<file path="src/rtl/mycpu_id_stage.sv">
// Decode stage of the five-stage MIPS pipeline: instruction decode, operand
// forwarding, load-use interlock, branch/jump resolution and the ID->EX register.
module mycpu_id_stage (
  input  logic        clk,
  input  logic        rst,
  input  logic        inst_sram_en,
  input  logic [31:0] inst_sram_rdata,
  input  logic [31:0] IF2ID_pc,
  output logic [31:0] offset,
  output logic [1:0]  jmp_mode,
  output logic        allow_in,
  output logic [4:0]  rf_raddr1,
  output logic [4:0]  rf_raddr2,
  input  logic [31:0] rf_rdata1,
  input  logic [31:0] rf_rdata2,
  input  logic        ex_wen,
  input  logic        ex_is_load,
  input  logic [4:0]  ex_dest,
  input  logic [31:0] ex_result,
  input  logic        mem_wen,
  input  logic [4:0]  mem_dest,
  input  logic [31:0] mem_result,
  input  logic        wb_wen,
  input  logic [4:0]  wb_dest,
  input  logic [31:0] wb_result,
  input  logic        ex_allow_in,
  output logic        ID2EX_valid,
  output logic [31:0] ID2EX_pc,
  output logic [3:0]  ID2EX_alu_op,
  output logic [31:0] ID2EX_src1,
  output logic [31:0] ID2EX_src2,
  output logic [31:0] ID2EX_store_data,
  output logic [4:0]  ID2EX_dest,
  output logic        ID2EX_wen,
  output logic        ID2EX_mem_en,
  output logic        ID2EX_mem_wen
);

  localparam logic [3:0] ALU_ADD = 4'd0, ALU_SUB = 4'd1, ALU_SLT = 4'd2, ALU_SLTU = 4'd3,
                         ALU_AND = 4'd4, ALU_OR = 4'd5, ALU_XOR = 4'd6, ALU_NOR = 4'd7,
                         ALU_SLL = 4'd8, ALU_SRL = 4'd9, ALU_SRA = 4'd10, ALU_LUI = 4'd11;

  logic        r_id_valid, r_use_buf;
  logic [31:0] r_inst_buf;
  logic        r_valid, r_wen, r_mem_en, r_mem_wen;
  logic [31:0] r_pc, r_src1, r_src2, r_store_data;
  logic [3:0]  r_alu_op;
  logic [4:0]  r_dest;

  logic [31:0] w_inst, w_imm_sext, w_rs_val, w_rt_val, w_src1, w_src2;
  logic [5:0]  w_op, w_funct;
  logic [4:0]  w_rs, w_rt, w_rd, w_sa, w_dest;
  logic [15:0] w_imm;
  logic [3:0]  w_alu_op, w_pc4_hi;
  logic        w_wen, w_mem_en, w_mem_wen, w_rt_used, w_r_alu, w_shift;
  logic        w_is_beq, w_is_bne, w_is_j, w_is_jr, w_stall, w_issue, w_fire;
  logic [4:0]  w_src_addr [2];
  logic [31:0] w_rf_data  [2];
  logic [31:0] w_fwd      [2];

  // A stalled instruction is replayed from the buffer because the SRAM output may move on.
  assign w_inst     = r_use_buf ? r_inst_buf : inst_sram_rdata;
  assign w_op       = w_inst[31:26];
  assign w_rs       = w_inst[25:21];
  assign w_rt       = w_inst[20:16];
  assign w_rd       = w_inst[15:11];
  assign w_sa       = w_inst[10:6];
  assign w_funct    = w_inst[5:0];
  assign w_imm      = w_inst[15:0];
  assign w_imm_sext = {{16{w_imm[15]}}, w_imm};
  // Upper nibble of pc+4 without building the full adder.
  assign w_pc4_hi   = IF2ID_pc[31:28] + {3'b000, &IF2ID_pc[27:2]};

  assign rf_raddr1     = w_rs;
  assign rf_raddr2     = w_rt;
  assign w_src_addr[0] = w_rs;
  assign w_src_addr[1] = w_rt;
  assign w_rf_data[0]  = rf_rdata1;
  assign w_rf_data[1]  = rf_rdata2;

  generate
    for (genvar gi = 0; gi < 2; gi++) begin : g_fwd
      // Youngest producer wins: EX, then MEM, then WB, then the register file; $0 is hard zero.
      always_comb begin
        w_fwd[gi] = w_rf_data[gi];
        if (w_src_addr[gi] == 5'd0)                          w_fwd[gi] = 32'd0;
        else if (ex_wen  && (ex_dest  == w_src_addr[gi]))   w_fwd[gi] = ex_result;
        else if (mem_wen && (mem_dest == w_src_addr[gi]))   w_fwd[gi] = mem_result;
        else if (wb_wen  && (wb_dest  == w_src_addr[gi]))   w_fwd[gi] = wb_result;
      end
    end
  endgenerate

  assign w_rs_val = w_fwd[0];
  assign w_rt_val = w_fwd[1];

  // Instruction decode into the EX bundle and branch-class flags.
  always_comb begin
    w_alu_op = ALU_ADD;  w_src1 = w_rs_val;  w_src2 = w_rt_val;  w_dest = w_rt;
    w_wen = 1'b0;  w_mem_en = 1'b0;  w_mem_wen = 1'b0;  w_rt_used = 1'b0;
    w_r_alu = 1'b0;  w_shift = 1'b0;
    w_is_beq = 1'b0;  w_is_bne = 1'b0;  w_is_j = 1'b0;  w_is_jr = 1'b0;
    case (w_op)
      6'h00: begin
        w_dest  = w_rd;
        w_r_alu = 1'b1;
        case (w_funct)
          6'h21: w_alu_op = ALU_ADD;
          6'h23: w_alu_op = ALU_SUB;
          6'h2A: w_alu_op = ALU_SLT;
          6'h2B: w_alu_op = ALU_SLTU;
          6'h24: w_alu_op = ALU_AND;
          6'h25: w_alu_op = ALU_OR;
          6'h26: w_alu_op = ALU_XOR;
          6'h27: w_alu_op = ALU_NOR;
          6'h00: begin w_alu_op = ALU_SLL; w_shift = 1'b1; end
          6'h02: begin w_alu_op = ALU_SRL; w_shift = 1'b1; end
          6'h03: begin w_alu_op = ALU_SRA; w_shift = 1'b1; end
          6'h08: begin w_r_alu = 1'b0; w_is_jr = 1'b1; end
          default: w_r_alu = 1'b0;
        endcase
        w_wen     = w_r_alu;
        w_rt_used = w_r_alu;
        if (w_shift) w_src1 = {27'd0, w_sa};
      end
      6'h09: begin w_wen = 1'b1; w_src2 = w_imm_sext; end
      6'h0F: begin w_wen = 1'b1; w_alu_op = ALU_LUI; w_src2 = {16'd0, w_imm}; end
      6'h23: begin w_wen = 1'b1; w_mem_en = 1'b1; w_src2 = w_imm_sext; end
      6'h2B: begin w_mem_en = 1'b1; w_mem_wen = 1'b1; w_src2 = w_imm_sext; w_rt_used = 1'b1; end
      6'h04: begin w_is_beq = 1'b1; w_rt_used = 1'b1; end
      6'h05: begin w_is_bne = 1'b1; w_rt_used = 1'b1; end
      6'h02: w_is_j = 1'b1;
      6'h03: begin w_is_j = 1'b1; w_wen = 1'b1; w_dest = 5'd31; w_src1 = IF2ID_pc; w_src2 = 32'd8; end
      default: ;
    endcase
  end

  // Load-use interlock and handshake toward fetch.
  assign w_stall  = r_id_valid & ex_wen & ex_is_load & (ex_dest != 5'd0) &
                    ((ex_dest == w_rs) | (w_rt_used & (ex_dest == w_rt)));
  assign allow_in = ~r_id_valid | (ex_allow_in & ~w_stall);
  assign w_issue  = r_id_valid & ~w_stall;
  assign w_fire   = w_issue & ex_allow_in;

  // Branch/jump redirect, only for an instruction actually leaving ID this cycle.
  always_comb begin
    jmp_mode = 2'b00;
    offset   = 32'd0;
    if (w_fire) begin
      if ((w_is_beq && (w_rs_val == w_rt_val)) || (w_is_bne && (w_rs_val != w_rt_val))) begin
        jmp_mode = 2'b01;
        offset   = {w_imm_sext[29:0], 2'b00} + 32'd4;
      end else if (w_is_j) begin
        jmp_mode = 2'b10;
        offset   = {w_pc4_hi, w_inst[25:0], 2'b00};
      end else if (w_is_jr) begin
        jmp_mode = 2'b11;
        offset   = w_rs_val;
      end
    end
  end

  // ID valid flag and stall buffer capture.
  always_ff @(posedge clk or negedge rst) begin
    if (!rst) begin
      r_id_valid <= 1'b0;
      r_use_buf  <= 1'b0;
      r_inst_buf <= 32'd0;
    end else if (allow_in) begin
      r_id_valid <= inst_sram_en;
      r_use_buf  <= 1'b0;
    end else if (r_id_valid && !r_use_buf) begin
      r_inst_buf <= inst_sram_rdata;
      r_use_buf  <= 1'b1;
    end
  end

  // ID->EX pipeline register; payload holds across bubbles and backpressure.
  always_ff @(posedge clk or negedge rst) begin
    if (!rst) begin
      r_valid <= 1'b0;  r_pc <= 32'd0;  r_alu_op <= 4'd0;
      r_src1 <= 32'd0;  r_src2 <= 32'd0;  r_store_data <= 32'd0;
      r_dest <= 5'd0;  r_wen <= 1'b0;  r_mem_en <= 1'b0;  r_mem_wen <= 1'b0;
    end else if (ex_allow_in) begin
      r_valid <= w_issue;
      if (w_issue) begin
        r_pc <= IF2ID_pc;  r_alu_op <= w_alu_op;
        r_src1 <= w_src1;  r_src2 <= w_src2;  r_store_data <= w_rt_val;
        r_dest <= w_dest;  r_wen <= w_wen;  r_mem_en <= w_mem_en;  r_mem_wen <= w_mem_wen;
      end
    end
  end

  assign ID2EX_valid      = r_valid;
  assign ID2EX_pc         = r_pc;
  assign ID2EX_alu_op     = r_alu_op;
  assign ID2EX_src1       = r_src1;
  assign ID2EX_src2       = r_src2;
  assign ID2EX_store_data = r_store_data;
  assign ID2EX_dest       = r_dest;
  assign ID2EX_wen        = r_wen;
  assign ID2EX_mem_en     = r_mem_en;
  assign ID2EX_mem_wen    = r_mem_wen;

endmodule

</file>
<file path="config.mk">
export PLATFORM = sky130hd
export DESIGN_NAME = mycpu_id_stage
export DESIGN_NICKNAME = d
export VERILOG_FILES = /design/src/rtl/mycpu_id_stage.sv
export SDC_FILE = /design/constraint.sdc
export NUM_CORES = 1
export LEC_CHECK = 0
export ABC_CLOCK_PERIOD_IN_PS = 7500
export CORE_MARGIN = 3
export CORE_UTILIZATION = 40
export CTS_BUF_LIST = sky130_fd_sc_hd__clkbuf_2 sky130_fd_sc_hd__clkbuf_4 sky130_fd_sc_hd__clkbuf_8
export DETAILED_ROUTE_END_ITERATION = 12
export GPL_ROUTABILITY_DRIVEN = 0
export PLACE_DENSITY = 0.7
export SYNTH_ARGS = -nofsm -noshare
export SYNTH_HDL_FRONTEND = slang
export SYNTH_SLANG_ARGS = --single-unit
</file>
<file path="constraint.sdc">
create_clock -name clk -period 7.5 [get_ports clk]
set_input_delay 0.75 -clock clk [delete_from_list [all_inputs] [get_ports clk]]
set_output_delay 0.75 -clock clk [all_outputs]
set_load 0.01 [all_outputs]
</file>
Yosys cells after proc, flatten, opt, wreduce, memory -nomap -nowiden
Index checks and enable logic that the tools add are counted.

Word-level logic and storage cells: 119. Output and inout port bits: 186. Register bits: 175. Input bits: 247.

Equality and inequality tests: 27. Bitwise operators: 13. Multiplexer cells: 37. Reductions and logical operators: 27. Add/sub/neg operators: 2.

Operators by type and width (count): two-way mux 32 bit (14); case mux 32 bit (3 select lines) (1); case mux 32 bit (2 select lines) (1); equality test 6 bit (second input constant) (10); case mux 4 bit (10 select lines) (1); equality test 32 bit (1); inequality test 32 bit (1); equality test 5 bit (6); AND reduction 26 bit (1); equality test 6 x 2 -> 1 bit (second input constant) (4); adder 18 x 4 -> 19 bit (second input constant) (1); equality test 6 x 4 -> 1 bit (second input constant) (3); equality test 6 x 3 -> 1 bit (second input constant) (2); logical NOT 6 bit (2); two-way mux 1 bit (12); OR reduction 11 bit (1); logical NOT 5 bit (2); case mux 5 bit (2 select lines) (1); logical AND 1 bit (9); OR reduction 3 bit (3); AND 1 bit (8); two-way mux 2 bit (4); case mux 4 bit (2 select lines) (1); nonzero test 5 bit (1); 10 further kinds (16).

Logic depth before layout (Yosys ltp)
Gate-level depths: netlist of the first run.

Depth in word-level cells: 13. Depth in mapped cells: 22. Depth with buffers taken out: 15.

Least setup slack after synthesis of the first run
OpenSTA, ideal clock, no wires.

Kind: register -> output. From: register r_use_buf. To: output port offset[7]. Setup slack: 2.344 ns. Data arrival time: 4.406 ns. Buffers on the path: 6. Data required time: 6.750 ns. Stages on the path, launching flop included: 21. Path through: dfrtp_1 > buf_6 > buf_6 > buf_1 > mux2i_1 > inv_1 > ha_1 > or3_1 > nand2_1 > a21oi_1 > o31ai_1 > o21ai_0 > nand2_1 > a31oi_1 > a21oi_1 > o21ai_1 > or2_2 > clkbuf_1 > clkbuf_1 > clkbuf_1 > o311ai_0.

Longest elaborated chain between the ends: 12. Elaborated cells between the ends (all ways): 67. Those cells by class: add/sub (1); eq/ne (24); mux (20); bitwise (6); reduce/logical (16).

RTL lines: from (decl) (line 43) `logic r_id_valid, r_use_buf;`; from (signal assigned) (line 167) `r_use_buf <= 1'b0;`; from (signal assigned) (line 171) `r_use_buf <= 1'b0;`; from (signal assigned) (line 174) `r_use_buf <= 1'b1;`; two-way mux 32 bit (*) (line 62) `assign w_inst = r_use_buf ? r_inst_buf : inst_sram_rdata;`; equality test 6 x 2 -> 1 bit, or another cell as far along (line 107) `case (w_funct)`; OR reduction 11 bit (no line) or logical AND 1 bit (tied branches); two-way mux 1 bit or two-way mux 32 bit (tied branches) (line 107, 89); case mux 1 bit (2 select lines) or two-way mux 32 bit (tied branches) (line 103, 88); AND 1 bit or two-way mux 32 bit (tied branches) (line 140, 87); OR 1 bit or two-way mux 32 bit (tied branches) (line 140, 86); AND 1 bit, or another cell as far along (line 139) `assign w_stall = r_id_valid & ex_wen & ex_is_load & (ex_dest != 5'd0) &`; NOT 1 bit or logical AND 1 bit (tied branches) (line 142, 150); AND 1 bit or logical OR 1 bit (tied branches) (line 142, 150); AND 1 bit or two-way mux 32 bit (tied branches) (line 143, 150); two-way mux 32 bit (*) (line 149) `if (w_fire) begin`; to (decl) (line 9) `output logic [31:0] offset,`.

Mark *: on every way between the ends. The rest lies on a longest branch, timed or not.

Worst setup path in the final report of the first run
From: input port inst_sram_rdata[16]. To: output port offset[28].

Longest elaborated chain between the ends: 12. Elaborated cells between the ends (all ways): 25. Those cells by class: eq/ne (5); mux (7); bitwise (6); reduce/logical (7).

RTL lines: from (decl) (line 7) `input logic [31:0] inst_sram_rdata,`; two-way mux 32 bit (*) (line 62); equality test 5 bit (line 89) `else if (wb_wen && (wb_dest == w_src_addr[gi])) w_fwd[gi] = wb_result;`; logical AND 1 bit (line 89); two-way mux 32 bit (line 89); two-way mux 32 bit (line 88) `else if (mem_wen && (mem_dest == w_src_addr[gi])) w_fwd[gi] = mem_result;`; two-way mux 32 bit (line 87) `else if (ex_wen && (ex_dest == w_src_addr[gi])) w_fwd[gi] = ex_result;`; two-way mux 32 bit (line 86) `if (w_src_addr[gi] == 5'd0) w_fwd[gi] = 32'd0;`; equality test 32 bit or inequality test 32 bit (tied branches) (line 150) `if ((w_is_beq && (w_rs_val == w_rt_val)) || (w_is_bne && (w_rs_val != w_rt_val))) begin`; logical AND 1 bit (line 150); logical OR 1 bit (line 150); two-way mux 32 bit (line 150); two-way mux 32 bit (*) (line 149).

Marked as above.

==> metrics.yaml, run 1 <==
synth:
  syn-num-nets: 1661
  synth_warnings: 0
  synth.top_cell.area_share_pct: 36.1
  synth-edff-count: 0
  async_flop_share_pct: 100
  synth_ff_type: "dfrtp_1"
  syn_inst: 1408
  synth_cell_types: 83
  syn-cell-area_um2: 12100
  synth_area_leaders: "dfrtp_1 (36%), nand2_1 (8.0%), mux2_2 (4.9%)"
  yosys.area.top_type: "dfrtp_1"
  syn_area_per_cell_um2: 8.60
  yosysSeqAreaShare_pct: 36.1
  synth-seq-cells: 175
floorplan:
  fp.coreArea_um2: 29700
  die_area_um2: 32400
  die_w_um: 180
  ios: 433
  initial_core_util_pct: 40.8
  die_y_um: 180
  fp-row-count: 63
timing:
  maxSlewViolCount: 0
  setup_viol: 0
  clock-skew-final_ns: 0.0185
  fin_crit_sh_pct: 97.5
  rsz0062_at_grt: "no"
  max_freq_ghz: 0.137
  tns_ns: 0
  tightest_slew_ns: 1.19
  hold_viol_final: 0
  finalCriticalPeriod_ns: 7.31
  slew_headroom_pct: 20.8
grt:
  grt_max_degree: 106
  antenna_found_initial: 3
  grt_pass1_vias: 13200
  grt_usage_pct: 34.8
  grt_pass1_wl_mm: 86.7
  grt_overflow: 0
worst_setup_path:
  endpoint_kind: "output pin"
  cp_data_arrival_time_ns: 6.56
  crit_fanout: 22
  setup.worst_path.start_class: "input port"
  cp.required_ns: 6.75
  cp_slowest_cell: "or4_4"
  cp_slowest_stage_delay_ns: 0.60
  worst-setup-path-type: "input port to output pin"
  r2r_slack_ns: 1.31
  cp_cell_sequence: "clkdlybuf4s50_1 > mux2i_2 > xnor2_1 > or4_4 > nor2_4 > a2111oi_0 > or4_1 > xnor2_1 > nor4_1 > nand4_2 > o31ai_4 > nand3_4 > buf_4 > a221oi_2 > clkdlybuf4s50_1"
clock_network:
  cts_hold_buf: 0
  post-cts-setup-buffers: 0
  htreeDepth: 4
  clock_latency_ns: 0.47
  clkTransAtPathRegs_ns: 0.11
  cts-buffers-inserted: 17
  cts_resized: 0
  clockRootBuffer: "clkbuf_8"
  clk_path_buf_depth: 2
  cts_tree: "yes"
  clock-sinks: 175
drt:
  route.detailed.drc: 0
  drtAntennaViolNets: 0
  vias_per_cell: 6.13
  first_pass_iters: 6
  drt_iter0_drc: 1867
  vias: 13600
  wire_per_inst_um: 26.6
  drt_wl_total_mm: 59.1
hold_path:
  hold_path_class: "input port to async pin"
final_layout:
  drive_gt1_share_pct: 11.4
  synthToLayoutAreaGrowth_pct: 43.8
  stdcell_area_um2: 17400
  nNetsFinal: 2071
  finalNonFillerCells: 2224
placement:
  place_inst: 2189
  portBuffers: 432
  placed_area_um2: 17000
  place.detailed.hpwl_mm: 46.5
flow_run:
  drv_cap: 0
power_and_ir_drop:
  cellLeakagePower_nw: 7.01
  peakVddDrop_mv: 0.139
  power_mw: 3.40
  powerDensity_nw_per_um2: 195
outcome:
  status: "finished clean"
-- cell families after synthesis --
group	after synthesis	synth area share [%]
simple gates	523	20.5
compound gates	403	23.4
flops	175	36.1
buf+inv	125	4.57
mux	101	9.36
xor+xnor	75	5.42
fa+ha+maj	6	0.620
-- worst paths after layout --
path,start,depth (start not counted),end
max reg2reg,r_use_buf,13,ID2EX_src2[17]
max,inst_sram_rdata[16],15,offset[28]
max in group asynchronous,rst,2,r_use_buf
min,rst,1,ID2EX_pc[23]
min in group clk,ID2EX_pc[28],2,ID2EX_pc[28]
min reg2reg,ID2EX_pc[28],2,ID2EX_pc[28]
-- per-layer routing --
metal	GRT usage, %	share of wire, %	vias to the layer above	wire [µm]
met5	0	0	-	0
met4	16.2	5.2	0	3070
met3	7.75	10	198	5980
met2	53.9	45	943	26400
met1	46.6	40	6537	23700
li1	-	-	5951	-
-- cells in the mapped netlist (8+ instances only) --
cell	instances
inv_1	18
buf_2	13
a21oi_1	60
o221ai_1	11
dfrtp_1	175
a211oi_1	12
xor2_1	26
nor4_1	11
clkbuf_1	79
xnor2_1	49
o311ai_0	20
mux2_2	53
a31oi_1	12
o31ai_2	11
nor3_1	17
o21a_1	32
a21boi_0	20
o211ai_1	8
a22oi_1	24
a21o_1	10
nor2_1	74
a221oi_1	20
or3_1	8
nand3b_1	8
nand2_1	258
and2_1	8
o22ai_1	19
and3_1	24
o21ai_0	99
nand4_1	19
mux2i_1	40
nand3_1	54
-- final cells by class --
cell class	count	area, µm²
Sequential cell	175	4380
Clock buffer	18	241
Fill cell	2691	12300
Inverter	19	71.3
Clock inverter	13	200
Timing Repair Buffer	497	4810
Tap cell	390	488
Multi-Input combinational cell	1108	7220
Antenna cell	4	10.0
-- through the flow --
step	worst slack, ns	hold WS, ns	util (%)
detailed placement	0.302	0.462	57.1
finish	0.191	0.407	58.6
global placement	0.509	0.454	57.1
global route	0.0290	0.446	58.6
CTS	0.211	0.421	58.6
floorplan	2.34	0.454	-
-- placed cells by master, fill, tap and decap left out, types with 10 or more instances in the layout --
cell / synthesis / routed
nand3_1: 54 / 54
nor2_1: 74 / 70
a22oi_1: 24 / 24
nand2_1: 258 / 258
o22ai_1: 19 / 19
a221oi_1: 20 / 20
dfrtp_1: 175 / 174
a31oi_1: 12 / 12
and3_1: 24 / 24
inv_1: 18 / 18
o21a_1: 32 / 32
a21o_1: 10 / 10
a21boi_0: 20 / 20
xor2_1: 26 / 26
o21ai_0: 99 / 99
o311ai_0: 20 / 20
o221ai_1: 11 / 11
o31ai_2: 11 / 11
a211oi_1: 12 / 12
a21oi_1: 60 / 60
buf_4: 2 / 65
clkbuf_8: 0 / 17
clkdlybuf4s50_1: 0 / 431
nor3_1: 17 / 17
nand4_1: 19 / 19
mux2_2: 53 / 53
xnor2_1: 49 / 49
mux2i_1: 40 / 39
-- worst max-delay path, delay by kind of cell --
kind | cells | cell delay [ns]
buffers and inverters | 3 | 1.36
AO/OA/AOI/OAI | 3 | 0.82
AND/OR/NAND/NOR | 6 | 2.87
XOR/XNOR | 2 | 0.34
multiplexers | 1 | 0.40
-- flip-flops by register name, summed over array words and instances, names as in the netlist --
register          cells
r_use_buf             1
ID2EX_valid           1
ID2EX_wen             1
ID2EX_pc             32
r_id_valid            1
ID2EX_src1           32
ID2EX_src2           32
ID2EX_mem_wen         1
ID2EX_store_data     32
ID2EX_mem_en          1
r_inst_buf           32
ID2EX_alu_op          4
ID2EX_dest            5
-- power by group --
group | leakage [nW] | internal [mW] | switching (mW)
Sequential | 2.13 | 1.11 | 0.110
Clock | 0.226 | 0.375 | 0.386
Combinational | 4.65 | 0.658 | 0.758
Power figures use the tool's default switching activity.
==> run 2, diff against run 1 <==
Settings changed: CORE_MARGIN 3 to 1.5.
==> metrics.yaml, run 2 (synthesis gave the netlist of run 1 again) <==
floorplan:
  fp-row-count: 63  # unchanged
  initial_core_util_pct: 40.8  # unchanged
  ios: 433  # unchanged
  die_w_um: 177  # -1.7%
  die_area_um2: 31300  # -3.3%
  fp.coreArea_um2: 29700  # unchanged
  die_y_um: 177  # -1.7%
worst_setup_path:
  setup.worst_path.start_class: "flip-flop"
  endpoint_kind: "output pin"
  cp.required_ns: 6.75  # about the same
  cp_data_arrival_time_ns: 6.58  # +0.02 ns
  worst-setup-path-type: "flip-flop to output pin"
  crit_fanout: 15  # -32%
drt:
  drtAntennaViolNets: 0  # unchanged
  vias: 13600  # -0.037%
  first_pass_iters: 6  # unchanged
  drt_iter0_drc: 1546  # -17%
  wire_per_inst_um: 26.3  # -1.0%
  vias_per_cell: 6.15  # +0.28%
  route.detailed.drc: 0  # unchanged
  drt_wl_total_mm: 58.3  # -1.3%
clock_network:
  clock-sinks: 175  # unchanged
  cts_tree: "yes"
  post-cts-setup-buffers: 0  # unchanged
  cts_hold_buf: 0  # unchanged
  clockRootBuffer: "clkbuf_8"
  clock_latency_ns: 0.48  # about the same
  clk_path_buf_depth: 2  # unchanged
  htreeDepth: 4  # unchanged
  cts-buffers-inserted: 17  # unchanged
  cts_resized: 0  # unchanged
  clkTransAtPathRegs_ns: 0.11  # about the same
final_layout:
  layout_commonest_cell: "clkdlybuf4s50_1"
  drive_gt1_share_pct: 11.2  # -0.25 points
  synthToLayoutAreaGrowth_pct: 42.9
  fin_util_pct: 58.3  # -0.37 points
  final_cell_mix: "clkdlybuf4s50_1 (431), nand2_1 (258), dfrtp_1 (174)"
  nNetsFinal: 2067  # -0.19%
grt:
  top_usage_layer: "met2"
  grt_max_degree: 93  # -12%
  antenna_found_initial: 1  # -2
  grt_pass1_vias: 13100  # -0.44%
  grt_util_met1_pct: 47.5  # +0.92 points
  grt_usage_pct: 36.8  # +2.0 points
  grtUsageMet2_pct: 57.8  # +3.9 points
  met3_usage_pct: 8.20  # +0.45 points
  grt_overflow: 0  # unchanged
  grt_pass1_wl_mm: 85.2  # -1.7%
timing:
  tightest_slew_ns: 1.09  # -0.0949 ns
  fin_crit_sh_pct: 97.8  # +0.30 points
  finalCriticalPeriod_ns: 7.33  # +0.0223 ns
  max_freq_ghz: 0.136  # -0.30%
  rsz0062_at_grt: "no"
  setup_viol: 0  # unchanged
  maxSlewViolCount: 0  # unchanged
  slew_headroom_pct: 25.1  # +4.3 points
  hold_viol_final: 0  # unchanged
  clock-skew-final_ns: 0.0193  # +0.000769 ns
  tns_ns: 0  # unchanged
power_and_ir_drop:
  sequentialPowerShare_pct: 37.3  # +1.3 points
  powerDensity_nw_per_um2: 190  # -2.9%
  peakVddDrop_mv: 0.110  # -21%
  cellLeakagePower_nw: 6.95  # -0.93%
  power.share.clock_pct: 19.7  # -2.7 points
  comb_power_share_pct: 42.9  # +1.3 points
  p_sw_share_pct: 38.3  # +1.5 points
  intPower_mw: 2.02  # -5.7%
  p_switching_mw: 1.26  # +0.32%
outcome:
  status: "finished clean"
flow_run:
  drv_cap: 0  # unchanged
placement:
  place.detailed.hpwl_mm: 46.2  # -0.52%
  portBuffers: 432  # unchanged
hold_path:
  hold_path_class: "input port to async pin"
==> run 2: per-layer routing <==
metal	up-vias	part of all wire, %	wire (µm)
met4	0	5.7	3300
met2	896	45	26300
met1	6579	39	22900
met5	-	0	0
li1	5952	-	-
met3	197	10	5820
==> run 2: power groups by stage <==
stage	logic [mW]	registers, mW	clock network (mW)
global route	1.48	1.24	0.694
floorplan	0.565	1.28	0
detailed placement	1.38	1.24	0
finish	1.41	1.23	0.647
CTS	1.39	1.22	0.652
global placement	1.37	1.23	0
==> run 2: area by class of cell <==
type,instances,area (µm²)
diodes,1,2.50
clock buffers,19,262
clock inverters,12,103
fillers,2721,12400
inverters,19,71.3
multi-input cells,1108,7210
flip-flops and latches,175,4380
well taps,390,488
repair buffers,493,4800
==> run 2: per-stage QoR <==
stage	cells	setup WS (ns)	power (mW)	hold WS (ns)	area, µm²
after detailed placement	2185	0.457	2.62	0.454	16900
final	2217	0.168	3.28	0.204	17300
after global placement	2185	0.662	2.60	0.455	16900
after CTS	2216	0.335	3.26	0.217	17300
after global routing	2217	0.126	3.42	0.228	17300
after floorplan	1408	2.34	1.85	0.454	12100
==> run 2: critical path: stages, from the launching register on <==
cell	delay, ns
dfrtp_2	0.67
mux2i_2	0.53
xnor2_1	0.19
or4_4	0.60
nor2_4	0.32
a2111oi_0	0.17
or4_1	0.60
xnor2_1	0.17
nor4_1	0.57
nand4_2	0.30
o31ai_4	0.41
nand3_4	0.29
a221oi_1	0.60
clkdlybuf4s50_1	0.66
==> run 2: worst paths after layout <==
path                          startpoint              to  slack (ns)  depth (start not counted)
hold reg to reg            ID2EX_src2[3]   ID2EX_src2[3]        0.47                          2
max in group asynchronous            rst       r_use_buf        6.00                          2
hold / removal                       rst    ID2EX_pc[31]        0.20                          1
setup / recovery               r_use_buf      offset[22]        0.17                         13
setup reg to reg               r_use_buf  ID2EX_src2[30]        1.32                         13
min in group clk           ID2EX_src2[3]   ID2EX_src2[3]        0.47                          2
==> run 3, diff against run 2 <==
Settings changed: ABC_AREA set to 1, PLACE_DENSITY 0.7 to 0.67.
==> metrics.yaml, run 3 <==
synth:
  syn_inst: 2364  # +68%
  synth_area_leaders: "dfrtp_1 (31%), nand2_1 (22%), inv_1 (10%)"
  syn-num-nets: 2617  # +58%
  synth.top_cell.area_share_pct: 31.0  # -5.1 points
  yosysSeqAreaShare_pct: 31.0  # -5.1 points
  syn_area_per_cell_um2: 5.97  # -31%
  syn-cell-area_um2: 14100  # +17%
  yosys.area.top_type: "dfrtp_1"
  synth-edff-count: 0  # unchanged
  synth_warnings: 0  # unchanged
  synthTopCellsByCount: "nand2_1 (818), inv_1 (376), nand3_1 (260)"
  synth_ff_type: "dfrtp_1"
  synth-seq-cells: 175  # unchanged
  async_flop_share_pct: 100  # unchanged
  synth_cell_types: 44  # -47%
  synth_most_common_cell: "nand2_1"
power_and_ir_drop:
  cellLeakagePower_nw: 9.72  # +40%
  power_mw: 3.30  # +0.45%
  powerDensity_nw_per_um2: 173  # -8.6%
  peakVddDrop_mv: 0.127  # +15%
clock_network:
  clock_latency_ns: 0.50  # +0.02 ns
  clock-sinks: 175  # unchanged
  clockRootBuffer: "clkbuf_8"
  clkTransAtPathRegs_ns: 0.10  # about the same
  htreeDepth: 4  # unchanged
  cts-buffers-inserted: 17  # unchanged
  post-cts-setup-buffers: 0  # unchanged
  cts_tree: "yes"
  clk_path_buf_depth: 2  # unchanged
drt:
  drt_iter0_drc: 1678  # +8.5%
  first_pass_iters: 7  # +1
  drtAntennaViolNets: 0  # unchanged
  vias_per_cell: 5.42  # -12%
  route.detailed.drc: 0  # unchanged
  drt_wl_total_mm: 63.5  # +8.9%
  wire_per_inst_um: 19.9  # -24%
  vias: 17300  # +27%
worst_setup_path:
  endpoint_kind: "output pin"
  crit_top_cell: "nand2_1"
  timing.critical_path.buf_inv: 5  # +4
  cp_slowest_cell: "o21ai_0"
  crit_fanout: 42  # +27
  setup.worst_path.start_class: "flip-flop"
  cp_cell_sequence: "buf_4 > o21ai_0 > inv_1 > ha_1 > inv_1 > nor2_1 > nand2_1 > nand2_1 > nor2_1 > nand4_1 > nand2_1 > nand3_1 > nand2_1 > a21oi_1 > nand2_1 > nand3_4 > inv_2 > nand2_1 > nor2_1 > clkdlybuf4s50_1"
  worst-setup-path-type: "flip-flop to output pin"
  cp_slowest_stage_delay_ns: 0.70  # +0.03 ns
  crit_family: "simple AND/OR/NAND/NOR gates"
  cp.required_ns: 6.75  # about the same
  cp_data_arrival_time_ns: 6.10  # -0.48 ns
  r2r_slack_ns: 1.92  # +0.60 ns
timing:
  clock-skew-final_ns: 0.0186  # -0.000648 ns
  tns_ns: 0  # unchanged
  finalCriticalPeriod_ns: 6.85  # -0.486 ns
  layout_setup_ws_ns: 0.654  # +0.486 ns
  setup_viol: 0  # unchanged
  fin_crit_sh_pct: 91.3  # -6.5 points
  max_freq_ghz: 0.146  # +7.1%
  tightest_slew_ns: 1.42  # +0.332 ns
  hold_viol_final: 0  # unchanged
  maxSlewViolCount: 0  # unchanged
  rsz0062_at_grt: "no"
  slew_headroom_pct: 4.71  # -20 points
placement:
  portBuffers: 432  # unchanged
  dp_slack_ns: 0.742  # +0.285 ns
  place.detailed.hpwl_mm: 50.0  # +8.2%
floorplan:
  ios: 433  # unchanged
  fp-row-count: 68  # +7.9%
  die_y_um: 191  # +7.8%
  die_area_um2: 36400  # +16%
  initial_core_util_pct: 40.8  # about the same
  die_w_um: 191  # +7.8%
  fp.coreArea_um2: 34600  # +17%
final_layout:
  layout_commonest_cell: "nand2_1"
  synthToLayoutAreaGrowth_pct: 34.8
  drive_gt1_share_pct: 4.31  # -6.9 points
  final_cell_mix: "nand2_1 (818), clkdlybuf4s50_1 (431), inv_1 (376)"
  nNetsFinal: 2975  # +44%
  num-fill-cells: 3520  # +29%
grt:
  grt_pass1_vias: 16700  # +27%
  grt_overflow: 0  # unchanged
  antenna_found_initial: 6  # +5
  grt_max_degree: 117  # +26%
  grt_usage_pct: 34.7  # -2.1 points
  grt_pass1_wl_mm: 95.4  # +12%
hold_path:
  hold_path_class: "input port to async pin"
flow_run:
  drv_cap: 0  # unchanged
outcome:
  status: "finished clean"
## run 3: path summary, 6_finish.rpt
kind / from / endpoint / cells after the start
hold / removal: rst / ID2EX_store_data[26] / 1
min in group clk: ID2EX_store_data[9] / ID2EX_store_data[9] / 2
setup / recovery: r_use_buf / offset[26] / 20
max in group asynchronous: rst / ID2EX_src2[5] / 3
setup reg to reg: r_use_buf / ID2EX_src2[15] / 12
hold reg to reg: ID2EX_store_data[9] / ID2EX_store_data[9] / 2
## run 3: logic make-up (layout without fill, tap and decap cells)
family          count (synthesis)  count (layout)  share of synthesized area [%]
other cells                     0               7                              0
compound gates                301             301                           11.9
simple gates                 1362            1363                           40.7
fa+ha+maj                       6               6                          0.532
flops                         175             175                           31.0
buf+inv                       503             873                           14.8
xor+xnor                       17              17                           1.05
## run 3: final cells by class
type / count / area [µm²] / share of cell area, %
diodes: 7 / 17.5 / 0.0920
clock buffers: 22 / 303 / 1.59
clock inverters: 10 / 100 / 0.526
inverters: 381 / 1430 / 7.53
multi-input cells: 1687 / 7700 / 40.4
flip-flops and latches: 175 / 4380 / 23.0
well taps: 455 / 569 / 2.99
repair buffers: 460 / 4540 / 23.8
## run 3: metal layers
| layer | vias to the layer above | wire, µm | track usage [%] |
|---|---|---|---|
| met4 | 2 | 3870 | 20.7 |
| met5 | - | 13 | 0 |
| met3 | 211 | 6370 | 7.21 |
| met1 | 7994 | 24600 | 42.7 |
| li1 | 8114 | - | - |
| met2 | 1012 | 28600 | 55.7 |
## run 3: timing repair
item,4_1_cts,5_1_grt
setup endpoints to repair,0,24
hold buffers,0,0
gates resized for setup,0,3
## run 3: stage by stage
| step | instances | area (µm²) | hold slack, ns | utilization (%) |
|---|---|---|---|---|
| CTS | 3189 | 19000 | 0.219 | 54.9 |
| finish | 3197 | 19000 | 0.229 | 55.0 |
| global placement | 3157 | 18600 | 0.463 | 53.7 |
| floorplan | 2364 | 14100 | 0.454 | - |
| detailed placement | 3157 | 18600 | 0.465 | 53.7 |
| global route | 3194 | 19000 | 0.263 | 55.0 |
## run 3: worst reg2reg max path: cells and delay by family, from the launching register on
| family | cells | cell delay, ns |
|---|---|---|
| DFF | 1 | 0.58 |
| AOI/OAI and AO/OA | 2 | 1.10 |
| buffers and inverters | 3 | 1.73 |
| and+or+nand+nor | 7 | 2.11 |
## run 3: report_power, final
| group | internal [mW] | switching (mW) | leakage (nW) |
|---|---|---|---|
| combinational | 0.586 | 0.828 | 7.36 |
| clock | 0.310 | 0.372 | 0.195 |
| sequential | 1.11 | 0.0933 | 2.17 |
